$ cat src/rtl/sum_acc_pkg.sv
// Shared types and default sizing for the sum accumulator slice.
// Latency: n/a (declarations only).
// Backpressure: n/a.
package sum_acc_pkg;

    // Block FSM: waiting for first beat, summing beats, presenting the result.
    typedef enum logic [1:0] {
        IDLE  = 2'd0,
        ACCUM = 2'd1,
        HOLD  = 2'd2
    } state_t;

    localparam int DEF_DATA_W    = 8;
    localparam int DEF_ACC_W     = 16;
    localparam int DEF_BLOCK_LEN = 4;

endpackage

$ cat src/rtl/sum_accumulator_if.sv
// Sample-in / result-out handshake bundle for sum_accumulator.
// Latency: n/a (wiring only).
// Backpressure: in_ready throttles the producer; out_ready throttles the result.
// Ports: master = producer/consumer side, slave = accumulator side.
interface sum_accumulator_if import sum_acc_pkg::*; #(
    parameter int DATA_W = DEF_DATA_W,
    parameter int ACC_W  = DEF_ACC_W
);
    logic              in_valid;
    logic [DATA_W-1:0] in_data;
    logic              in_ready;
    logic              out_valid;
    logic [ACC_W-1:0]  out_data;
    logic              out_ovf;
    logic              out_ready;

    modport master (
        output in_valid, in_data, out_ready,
        input  in_ready, out_valid, out_data, out_ovf
    );

    modport slave (
        input  in_valid, in_data, out_ready,
        output in_ready, out_valid, out_data, out_ovf
    );
endinterface

$ cat src/rtl/sum_acc_add.sv
// Accumulator adder with carry detect; optional clamp to all-ones on overflow.
// Latency: combinational.
// Backpressure: none.
// Ports: acc_i/sample_i operands, acc_o next accumulator value, carry_o carry out of ACC_W.
// Config: define SUM_ACC_SAT_EN to saturate instead of wrapping.
module sum_acc_add import sum_acc_pkg::*; #(
    parameter int DATA_W = DEF_DATA_W,
    parameter int ACC_W  = DEF_ACC_W
) (
    input  logic [ACC_W-1:0]  acc_i,
    input  logic [DATA_W-1:0] sample_i,
    output logic [ACC_W-1:0]  acc_o,
    output logic              carry_o
);
    logic [ACC_W:0] sum;

    assign sum     = {1'b0, acc_i} + {{(ACC_W + 1 - DATA_W){1'b0}}, sample_i};
    assign carry_o = sum[ACC_W];

`ifdef SUM_ACC_SAT_EN
    // Once clamped, any further non-zero add carries again, so the block stays pinned.
    assign acc_o = carry_o ? {ACC_W{1'b1}} : sum[ACC_W-1:0];
`else
    assign acc_o = sum[ACC_W-1:0];
`endif

endmodule

$ cat src/rtl/sum_accumulator.sv
// Sums BLOCK_LEN unsigned samples per block and presents the block sum with a sticky overflow flag.
// Latency: result valid 1 cycle after the last beat of the block is accepted.
// Backpressure: in_ready drops while a result is held; result held stable until out_ready.
// Ports: clk, rst_n (async active-low), clear (sync abort), bus (slave side of sum_accumulator_if).
// Config: SUM_ACC_SAT_EN (saturating add, handled inside sum_acc_add).
module sum_accumulator import sum_acc_pkg::*; #(
    parameter int DATA_W    = DEF_DATA_W,
    parameter int ACC_W     = DEF_ACC_W,
    parameter int BLOCK_LEN = DEF_BLOCK_LEN
) (
    input  logic               clk,
    input  logic               rst_n,
    input  logic               clear,
    sum_accumulator_if.slave   bus
);
    localparam logic [7:0] LAST_CNT = 8'(BLOCK_LEN - 1);

    state_t             state_q, state_d;
    logic [ACC_W-1:0]   acc_q, acc_d;
    logic [7:0]         count_q, count_d;
    logic               ovf_q, ovf_d;
    logic [ACC_W-1:0]   out_data_q, out_data_d;
    logic               out_ovf_q, out_ovf_d;

    logic [ACC_W-1:0]   add_sum;
    logic               add_carry;
    logic               accept;

    sum_acc_add #(
        .DATA_W (DATA_W),
        .ACC_W  (ACC_W)
    ) u_add (
        .acc_i    (acc_q),
        .sample_i (bus.in_data),
        .acc_o    (add_sum),
        .carry_o  (add_carry)
    );

    assign bus.in_ready  = (state_q != HOLD);
    assign bus.out_valid = (state_q == HOLD);
    assign bus.out_data  = out_data_q;
    assign bus.out_ovf   = out_ovf_q;
    assign accept        = bus.in_valid && bus.in_ready;

    always_comb begin
        state_d    = state_q;
        acc_d      = acc_q;
        count_d    = count_q;
        ovf_d      = ovf_q;
        out_data_d = out_data_q;
        out_ovf_d  = out_ovf_q;

        if (clear) begin
            // Abort wins over any beat or result transfer this cycle.
            state_d = IDLE;
            acc_d   = '0;
            count_d = '0;
            ovf_d   = 1'b0;
        end else begin
            unique case (state_q)
                IDLE: begin
                    if (accept) begin
                        acc_d   = {{(ACC_W - DATA_W){1'b0}}, bus.in_data};
                        count_d = 8'd1;
                        ovf_d   = 1'b0;
                        state_d = ACCUM;
                    end
                end
                ACCUM: begin
                    if (accept) begin
                        acc_d   = add_sum;
                        count_d = count_q + 8'd1;
                        ovf_d   = ovf_q | add_carry;
                        if (count_q == LAST_CNT) begin
                            // Capture the result from the final add so it is stable in HOLD.
                            out_data_d = add_sum;
                            out_ovf_d  = ovf_q | add_carry;
                            state_d    = HOLD;
                        end
                    end
                end
                HOLD: begin
                    if (bus.out_ready) begin
                        count_d = '0;
                        state_d = IDLE;
                    end
                end
                default: state_d = IDLE;
            endcase
        end
    end

    always_ff @(posedge clk or negedge rst_n) begin
        if (!rst_n) begin
            state_q    <= IDLE;
            acc_q      <= '0;
            count_q    <= '0;
            ovf_q      <= 1'b0;
            out_data_q <= '0;
            out_ovf_q  <= 1'b0;
        end else begin
            state_q    <= state_d;
            acc_q      <= acc_d;
            count_q    <= count_d;
            ovf_q      <= ovf_d;
            out_data_q <= out_data_d;
            out_ovf_q  <= out_ovf_d;
        end
    end

endmodule

$ cat src/flat_wrapper.sv
// flat-port wrapper written by rule: the top's interface ports become plain ports
module sum_accumulator_flat import sum_acc_pkg::*;
#(
    parameter int DATA_W    = DEF_DATA_W,
    parameter int ACC_W     = DEF_ACC_W,
    parameter int BLOCK_LEN = DEF_BLOCK_LEN
)
  (clk, rst_n, clear, bus_in_valid, bus_in_data, bus_out_ready, bus_in_ready, bus_out_valid, bus_out_data, bus_out_ovf);
  sum_accumulator_if #(.DATA_W(DATA_W), .ACC_W(ACC_W)) bus_i ();
  input  logic clk;
  input  logic rst_n;
  input  logic clear;
  input wire logic [$bits(bus_i.in_valid)-1:0] bus_in_valid;
  input wire logic [$bits(bus_i.in_data)-1:0] bus_in_data;
  input wire logic [$bits(bus_i.out_ready)-1:0] bus_out_ready;
  output wire logic [$bits(bus_i.in_ready)-1:0] bus_in_ready;
  output wire logic [$bits(bus_i.out_valid)-1:0] bus_out_valid;
  output wire logic [$bits(bus_i.out_data)-1:0] bus_out_data;
  output wire logic [$bits(bus_i.out_ovf)-1:0] bus_out_ovf;
  assign bus_i.in_valid = bus_in_valid;
  assign bus_i.in_data = bus_in_data;
  assign bus_i.out_ready = bus_out_ready;
  assign bus_in_ready = bus_i.in_ready;
  assign bus_out_valid = bus_i.out_valid;
  assign bus_out_data = bus_i.out_data;
  assign bus_out_ovf = bus_i.out_ovf;
  sum_accumulator #(.DATA_W(DATA_W), .ACC_W(ACC_W), .BLOCK_LEN(BLOCK_LEN)) u_core (.clk(clk), .rst_n(rst_n), .clear(clear), .bus(bus_i));
endmodule
$ cat config.mk
export PLATFORM = sky130hd
export DESIGN_NAME = sum_accumulator_flat
export DESIGN_NICKNAME = d
export VERILOG_FILES = /design/src/rtl/sum_acc_pkg.sv /design/src/rtl/sum_accumulator_if.sv /design/src/rtl/sum_acc_add.sv /design/src/rtl/sum_accumulator.sv /design/src/flat_wrapper.sv
export SDC_FILE = /design/constraint.sdc
export NUM_CORES = 1
export LEC_CHECK = 0
export ABC_CLOCK_PERIOD_IN_PS = 4150
export CAP_MARGIN = 40
export CORE_ASPECT_RATIO = 2
export CORE_MARGIN = 2
export CORE_UTILIZATION = 40
export CTS_CLUSTER_SIZE = 14
export DETAILED_ROUTE_END_ITERATION = 8
export PLACE_DENSITY = 0.64
export SYNTH_ARGS = -nofsm -noshare
export SYNTH_HDL_FRONTEND = slang
export SYNTH_HIERARCHICAL = 1
export SYNTH_SLANG_ARGS = --single-unit
$ cat constraint.sdc
create_clock -name clk -period 4.15 [get_ports clk]
set_input_delay 0.415 -clock clk [delete_from_list [all_inputs] [get_ports clk]]
set_output_delay 0.415 -clock clk [all_outputs]
set_load 0.05 [all_outputs]
==> results of run 1 <==
## final cells by class
class / instances / share of cell area, %
Clock inverter: 2 / 0.307
Inverter: 9 / 1.04
Sequential cell: 44 / 33.8
Clock buffer: 6 / 4.26
Timing Repair Buffer: 35 / 10.8
Tap cell: 88 / 3.38
Multi-Input combinational cell: 205 / 46.4
## worst max-delay path: stages
cell             delay, ns
clkdlybuf4s50_1       0.43
ha_1                  0.23
fa_1                  0.42
a21o_1                0.25
a221oi_1              0.36
o21ai_1               0.19
and3_2                0.29
nor2b_1               0.13
o22a_1                0.18
## sequential cells by signal, summed over array words and instances, names as in the netlist
register	count
u_core/acc_q	16
u_core/bus.out_data	16
u_core/bus.out_ovf	1
u_core/count_q	8
u_core/ovf_q	1
u_core/state_q	2
## Yosys cell counts, types with 3 or more instances
library cell  count
o31ai_1          11
clkbuf_1          7
nor2b_1           4
nor3_1            5
mux2i_1          11
nand4_1           4
dfrtp_1          44
and3_1            5
a41oi_1           3
a221oi_1          3
ha_1             14
o21ai_0          20
nor2_1           14
xor2_1            4
inv_1             9
mux2_2            7
nand2b_1          4
mux2_4            9
a211oi_1          3
xnor2_1           7
a21oi_1           7
nand3_1           9
nand2_1          33
## power by group
part	switching (W)	leakage (nW)	internal, W
Sequential	0.0000212	0.599	0.000458
Combinational	0.000238	0.752	0.000146
Clock	0.000168	0.0766	0.000237
Total	0.000427	1.43	0.000841
## final timing paths
check | cells past startpoint | slack [ns] | endpoint | startpoint
setup / recovery | 9 | 1.45 | u_core/ovf_q$_DFFE_PN0P_ | bus_in_data[0]
hold / removal | 2 | 0.48 | u_core/acc_q[5]$_DFFE_PN0P_ | u_core/acc_q[5]$_DFFE_PN0P_
setup reg to reg | 7 | 1.59 | u_core/bus.out_data[10]$_DFFE_PN0P_ | u_core/state_q[1]$_DFFE_PN0P_
hold reg to reg | 2 | 0.48 | u_core/acc_q[5]$_DFFE_PN0P_ | u_core/acc_q[5]$_DFFE_PN0P_
max in group asynchronous | 3 | 3.13 | u_core/bus.out_data[3]$_DFFE_PN0P_ | rst_n
min in group asynchronous | 2 | 0.54 | u_core/acc_q[0]$_DFFE_PN0P_ | rst_n
## kinds of logic after synthesis
family	after synthesis	synth area share, %
compound gates	60	14.9
xor+xnor	11	3.58
fa+ha+maj	15	7.25
buf+inv	20	3.11
flops	44	40.9
mux	27	12.0
simple gates	92	18.3
## through the flow
step	utilization [%]	total power, W	hold WS [ns]	instance area, um^2	setup slack, ns
floorplan	-	0.000762	0.119	2690	1.84
global placement	46.9	0.000861	0.468	3080	1.16
detailed placement	47.2	0.000872	0.296	3100	1.13
CTS	49.6	0.00128	0.487	3260	1.43
global route	49.6	0.00135	0.505	3260	1.29
finish	49.6	0.00127	0.481	3260	1.45
## metal layers
metal / up-vias / track usage [%] / part of all wire, %
met1: 1034 / 21.7 / 39
met4: 0 / 8.91 / 3.6
li1: 1045 / - / -
met3: 11 / 3.45 / 3.2
met2: 40 / 31.4 / 55
met5: - / 0 / 0
==> results.tsv, run 1 <==
stage	metric	value	unit
timing	Slew @ Worst Pin	0.758	ns
timing	worst rel slew slack	49.5	%
logic_synthesis	synth top area cells	dfrtp_1, ha_1, mux2_4	
timing	RSZ-0062 raised after global routing	false	
layout	FF+latch area	1100	um^2
logic_synthesis	Top FF cell, synth	dfrtp_1	
placed_design	Cells after DPL	380	
run	Max-Cap Viols	0	
worst_setup_path	Critical Path Source Type	input pin	
drt	Post-Route WL	6060	um
drt	1st-iter DRT viols	66	
drt	routed via count	2130	
layout	most frequent cells in the layout	dfrtp_1, nand2_1, clkdlybuf4s50_1	
global_route	largest net degree at the start of global routing	37	
global_route	vias in the first global route	2190	
floorplanning	FP Rows	42	
logic_synthesis	Synth top area share	40.9	%
min_path	worst hold-check path type	flop to flop	
worst_setup_path	CP arrival	2.88	ns
clock_network	Inserted Clock Buffers	5	
clock_network	CTS clk-pin slew, worst paths	0.06	ns
layout	Multi-input gate area	1510	um^2
timing	Hold Fails Final Rpt	0	
floorplanning	Die W	62.0	um
timing	Clock Skew	0.00670	ns
logic_synthesis	Syn Area/Cell	10.0	um^2
global_route	initial antenna violation count	0	
clock_network	Post-CTS Resized	0	
timing	crit path time final	2.70	ns
layout	Layout Cells excl Fill	389	
clock_network	CTS tree	built	
clock_network	CTS root buf	clkbuf_16	
layout	filler instances	636	
clock_network	Post-CTS Setup Bufs	0	
clock_network	worst skew pair latency	0.29	ns
global_route	first-pass GRT wire length	10400	um
logic_synthesis	Seq/Total Area, Yosys	40.9	%
drt	routed len/inst	15.6	um
layout	share of cells above drive strength 1	12.6	%
worst_setup_path	worst endpoint required time	4.33	ns
logic_synthesis	Synthesis Warnings	6	
drt	Post-DRT Antenna Nets	0	
status	outcome	complete, no violations	
placed_design	HPWL after DPL	4430	um
floorplanning	core box area	6570	um^2
drt	via/cell ratio	5.48	
clock_network	hold-fix buffers at CTS	1	
power_and_ir_drop	Worst VDD drop	0.282	mV
timing	Max Slew Vio Count	0	
layout	final net count	328	
clock_network	H-tree Lvls	2	
timing	total negative slack	0	ns
global_route	total track usage	18.7	%
clock_network	Max Buffers Root-to-Sink	2	
power_and_ir_drop	Pleak	1.43	nW
placed_design	Port Buf Inserts	31	
logic_synthesis	Synth Register Bits	44	
global_route	grt total ovfl	0	
timing	period utilisation layout	65.2	%
worst_setup_path	Crit Path Class	input pin to flop	
timing	final setup violation count	0	
floorplanning	Initial Util	41.0	%
placed_design	GPL Wtd Cong	0.838	
logic_synthesis	FFs w/ async S/R, synth	100	%
layout	Antenna diodes	0	
drt	DRC Markers	0	
clock_network	Sink Count	44	
logic_synthesis	Syn Inst Count	269	
logic_synthesis	post-synth cell types	50	
layout	P&R area growth vs syn	20.9	%
power_and_ir_drop	P per Cell Area	389	nW/um^2
worst_setup_path	Worst setup EP type	flop	
worst_setup_path	Worst Path Max Fanout	3	
floorplanning	Die Height	120	um
timing	Achievable Freq	370	MHz
logic_synthesis	syn nets	297	
logic_synthesis	top cell type by total area after synthesis	dfrtp_1	
floorplanning	Die ar.	7450	um^2
floorplanning	num ports	32	
logic_synthesis	EDFF count, synth	0	
logic_synthesis	Mapped Area	2690	um^2
layout	most common cell after layout, fill and taps aside	dfrtp_1	
drt	router iterations before antenna repair	4	
(Power assumes the default switching activity.)
==> inputs of run 2 (changes only) <==
--- a/config.mk
+++ b/config.mk
@@ -5,14 +5,14 @@
 export SDC_FILE = /design/constraint.sdc
 export NUM_CORES = 1
 export LEC_CHECK = 0
-export ABC_CLOCK_PERIOD_IN_PS = 4150
+export ABC_CLOCK_PERIOD_IN_PS = 2400
 export CAP_MARGIN = 40
 export CORE_ASPECT_RATIO = 2
 export CORE_MARGIN = 2
 export CORE_UTILIZATION = 40
 export CTS_CLUSTER_SIZE = 14
 export DETAILED_ROUTE_END_ITERATION = 8
-export PLACE_DENSITY = 0.64
+export PLACE_DENSITY = 0.67
 export SYNTH_ARGS = -nofsm -noshare
 export SYNTH_HDL_FRONTEND = slang
 export SYNTH_HIERARCHICAL = 1
==> constraint.sdc (replaced) <==
create_clock -name clk -period 2.4 [get_ports clk]
set_input_delay 0.24 -clock clk [delete_from_list [all_inputs] [get_ports clk]]
set_output_delay 0.24 -clock clk [all_outputs]
set_load 0.05 [all_outputs]
==> run 2 against run 1 <==
Against the previous run:
- sequential power up 73%
- global-route usage up 1.5 points
- cell area up 7.1%
- clock skew down 0.00085 ns
- wire length up 8.8%
- die area unchanged
- worst hold slack worse by 0.030 ns
- critical path type is now flop to flop
==> results.tsv, run 2 (synthesized netlist as in run 1, its figures left out) <==
stage	metric	value	unit	change
status	outcome	complete, no violations		
power_and_ir_drop	Seq pwr share	35.3	%	-2.5 points
layout	final net count	357		+8.8%
timing	Clock Skew	0.00585	ns	-0.000851 ns
power_and_ir_drop	Pleak	1.57	nW	+9.7%
timing	crit path time final	2.28	ns	
drt	routed len/inst	15.8	um	+1.2%
timing	final setup violation count	0		unchanged
worst_setup_path	Critical Path Source Type	flop		
global_route	total track usage	20.3	%	+1.5 points
clock_network	CTS clk-pin slew, worst paths	0.06	ns	about the same
floorplanning	num ports	32		unchanged
power_and_ir_drop	switching share of total power	32.6	%	-1.1 points
layout	Layout Cells excl Fill	418		+7.5%
clock_network	Post-CTS Setup Bufs	0		unchanged
layout	Antenna diodes	0		unchanged
placed_design	Cells after DPL	409		+7.6%
global_route	grt total ovfl	0		unchanged
layout	P&R area growth vs syn	29.5	%	
power_and_ir_drop	Gate power share	35.6	%	+5.3 points
layout	filler instances	611		-3.9%
clock_network	H-tree Lvls	2		unchanged
worst_setup_path	Worst Path Max Fanout	2		-1
clock_network	Sink Count	44		unchanged
drt	1st-iter DRT viols	62		-6.1%
worst_setup_path	Crit Path Class	flop to flop		
min_path	worst hold-check path type	input pin to asynchronous set/reset pin		
global_route	largest net degree at the start of global routing	25		-32%
run	Max-Cap Viols	0		unchanged
placed_design	Port Buf Inserts	31		unchanged
clock_network	Max Buffers Root-to-Sink	2		unchanged
global_route	vias in the first global route	2443		+12%
layout	FF+latch area	1100	um^2	unchanged
timing	worst hold slack	0.451	ns	-0.0296 ns
worst_setup_path	worst endpoint required time	2.57	ns	-1.76 ns
drt	Post-DRT Antenna Nets	0		unchanged
worst_setup_path	r2r setup slk	0.12	ns	-1.47 ns
clock_network	CTS tree	built		
layout	final design utilization	53.1	%	+3.5 points
clock_network	CTS root buf	clkbuf_16		
global_route	first-pass GRT wire length	11200	um	+7.0%
drt	via/cell ratio	5.47		about the same
placed_design	dpl cell area	3320	um^2	+7.0%
worst_setup_path	CP arrival	2.45	ns	-0.43 ns
timing	Hold Fails Final Rpt	0		unchanged
timing	Achievable Freq	438	MHz	
clock_network	Inserted Clock Buffers	5		unchanged
drt	router iterations before antenna repair	4		unchanged
worst_setup_path	Worst setup EP type	flop		
layout	Multi-input gate area	1530	um^2	+1.1%
timing	period utilisation layout	95.1	%	
layout	most common cell after layout, fill and taps aside	dfrtp_1		
timing	worst rel slew slack	61.7	%	+12 points
global_route	initial antenna violation count	0		unchanged
power_and_ir_drop	Net Sw Power	0.000767	W	+80%
drt	routed via count	2287		+7.4%
timing	RSZ-0062 raised after global routing	true		
power_and_ir_drop	Worst VDD drop	0.426	mV	+51%
power_and_ir_drop	P_int	0.00159	W	+89%
placed_design	GPL Wtd Cong	0.851		+1.6%
power_and_ir_drop	Clk pwr share	29.0	%	-3.0 points
layout	share of cells above drive strength 1	20.6	%	+8.0 points
layout	Final Cell Area	3490	um^2	+7.1%
floorplanning	Die W	62.0	um	unchanged
placed_design	HPWL after DPL	5070	um	+14%
power_and_ir_drop	P per Cell Area	674	nW/um^2	+73%
clock_network	worst skew pair latency	0.29	ns	about the same
floorplanning	Die Height	120	um	unchanged
layout	most frequent cells in the layout	dfrtp_1, nand2_1, buf_4		
drt	Post-Route WL	6590	um	+8.8%
floorplanning	FP Rows	42		unchanged
floorplanning	Initial Util	41.0	%	unchanged
drt	DRC Markers	0		unchanged
timing	Max Slew Vio Count	0		unchanged
timing	Slew @ Worst Pin	0.574	ns	-0.184 ns
floorplanning	core box area	6570	um^2	unchanged
floorplanning	Die ar.	7450	um^2	unchanged
run 2: worst paths after layout:
check | startpoint | endpoint | cells past startpoint
max in group asynchronous | rst_n | u_core/acc_q[6]$_DFFE_PN0P_ | 3
max | u_core/acc_q[0]$_DFFE_PN0P_ | u_core/ovf_q$_DFFE_PN0P_ | 8
min in group clk | u_core/acc_q[7]$_DFFE_PN0P_ | u_core/acc_q[7]$_DFFE_PN0P_ | 2
max reg2reg | u_core/acc_q[0]$_DFFE_PN0P_ | u_core/ovf_q$_DFFE_PN0P_ | 8
min | rst_n | u_core/bus.out_data[3]$_DFFE_PN0P_ | 2
min reg2reg | u_core/acc_q[7]$_DFFE_PN0P_ | u_core/acc_q[7]$_DFFE_PN0P_ | 2
run 2: power by group through the flow:
stage | registers (W) | clock network [W] | logic [W]
floorplan | 0.000856 | 0 | 0.000462
global placement | 0.000841 | 0 | 0.000802
detailed placement | 0.000845 | 0 | 0.000820
CTS | 0.000831 | 0.000704 | 0.000826
global route | 0.000839 | 0.000736 | 0.000922
finish | 0.000831 | 0.000683 | 0.000838
run 2: routing by layer:
layer  vias up  global-route usage (%)  routed length [um]
li1       1103                       -                   -
met1      1133                    20.4                2380
met2        33                    36.5                3820
met3        18                    4.20                 142
met4         0                    9.84                 255
met5         -                       0                   0
run 2: per-stage QoR:
step,total power [W],TNS (ns),worst slack [ns]
6_report,0.00235,0,0.118
5_1_grt,0.00250,-0.00293,-0.00293
4_1_cts,0.00236,0,0.0233
3_5_place_dp,0.00166,-2.83,-0.249
3_3_place_gp,0.00164,-2.00,-0.233
2_1_floorplan,0.00132,0,0.119
run 2: area by class of cell:
cell class              count  share of cell area (%)
clock buffers               8                    4.20
well taps                  88                    3.16
repair buffers             64                    16.3
multi-input cells         205                    43.8
flip-flops and latches     44                    31.6
inverters                   9                   0.968
run 2: what timing repair did:
item / CTS / global route
endpoints found under the hold margin: 20 / 0
hold buffers: 1 / 0
resized for setup: 0 / 4
setup endpoints to repair: 0 / 10
run 2: critical path, stage by stage (launching register included):
cell and delay [ns]:
dfrtp_1 0.38, ha_1 0.23, fa_1 0.39, a21o_1 0.22, a221oi_2 0.26, o21ai_1 0.13, and3_2 0.24, nor2b_1 0.13
o22a_1 0.19
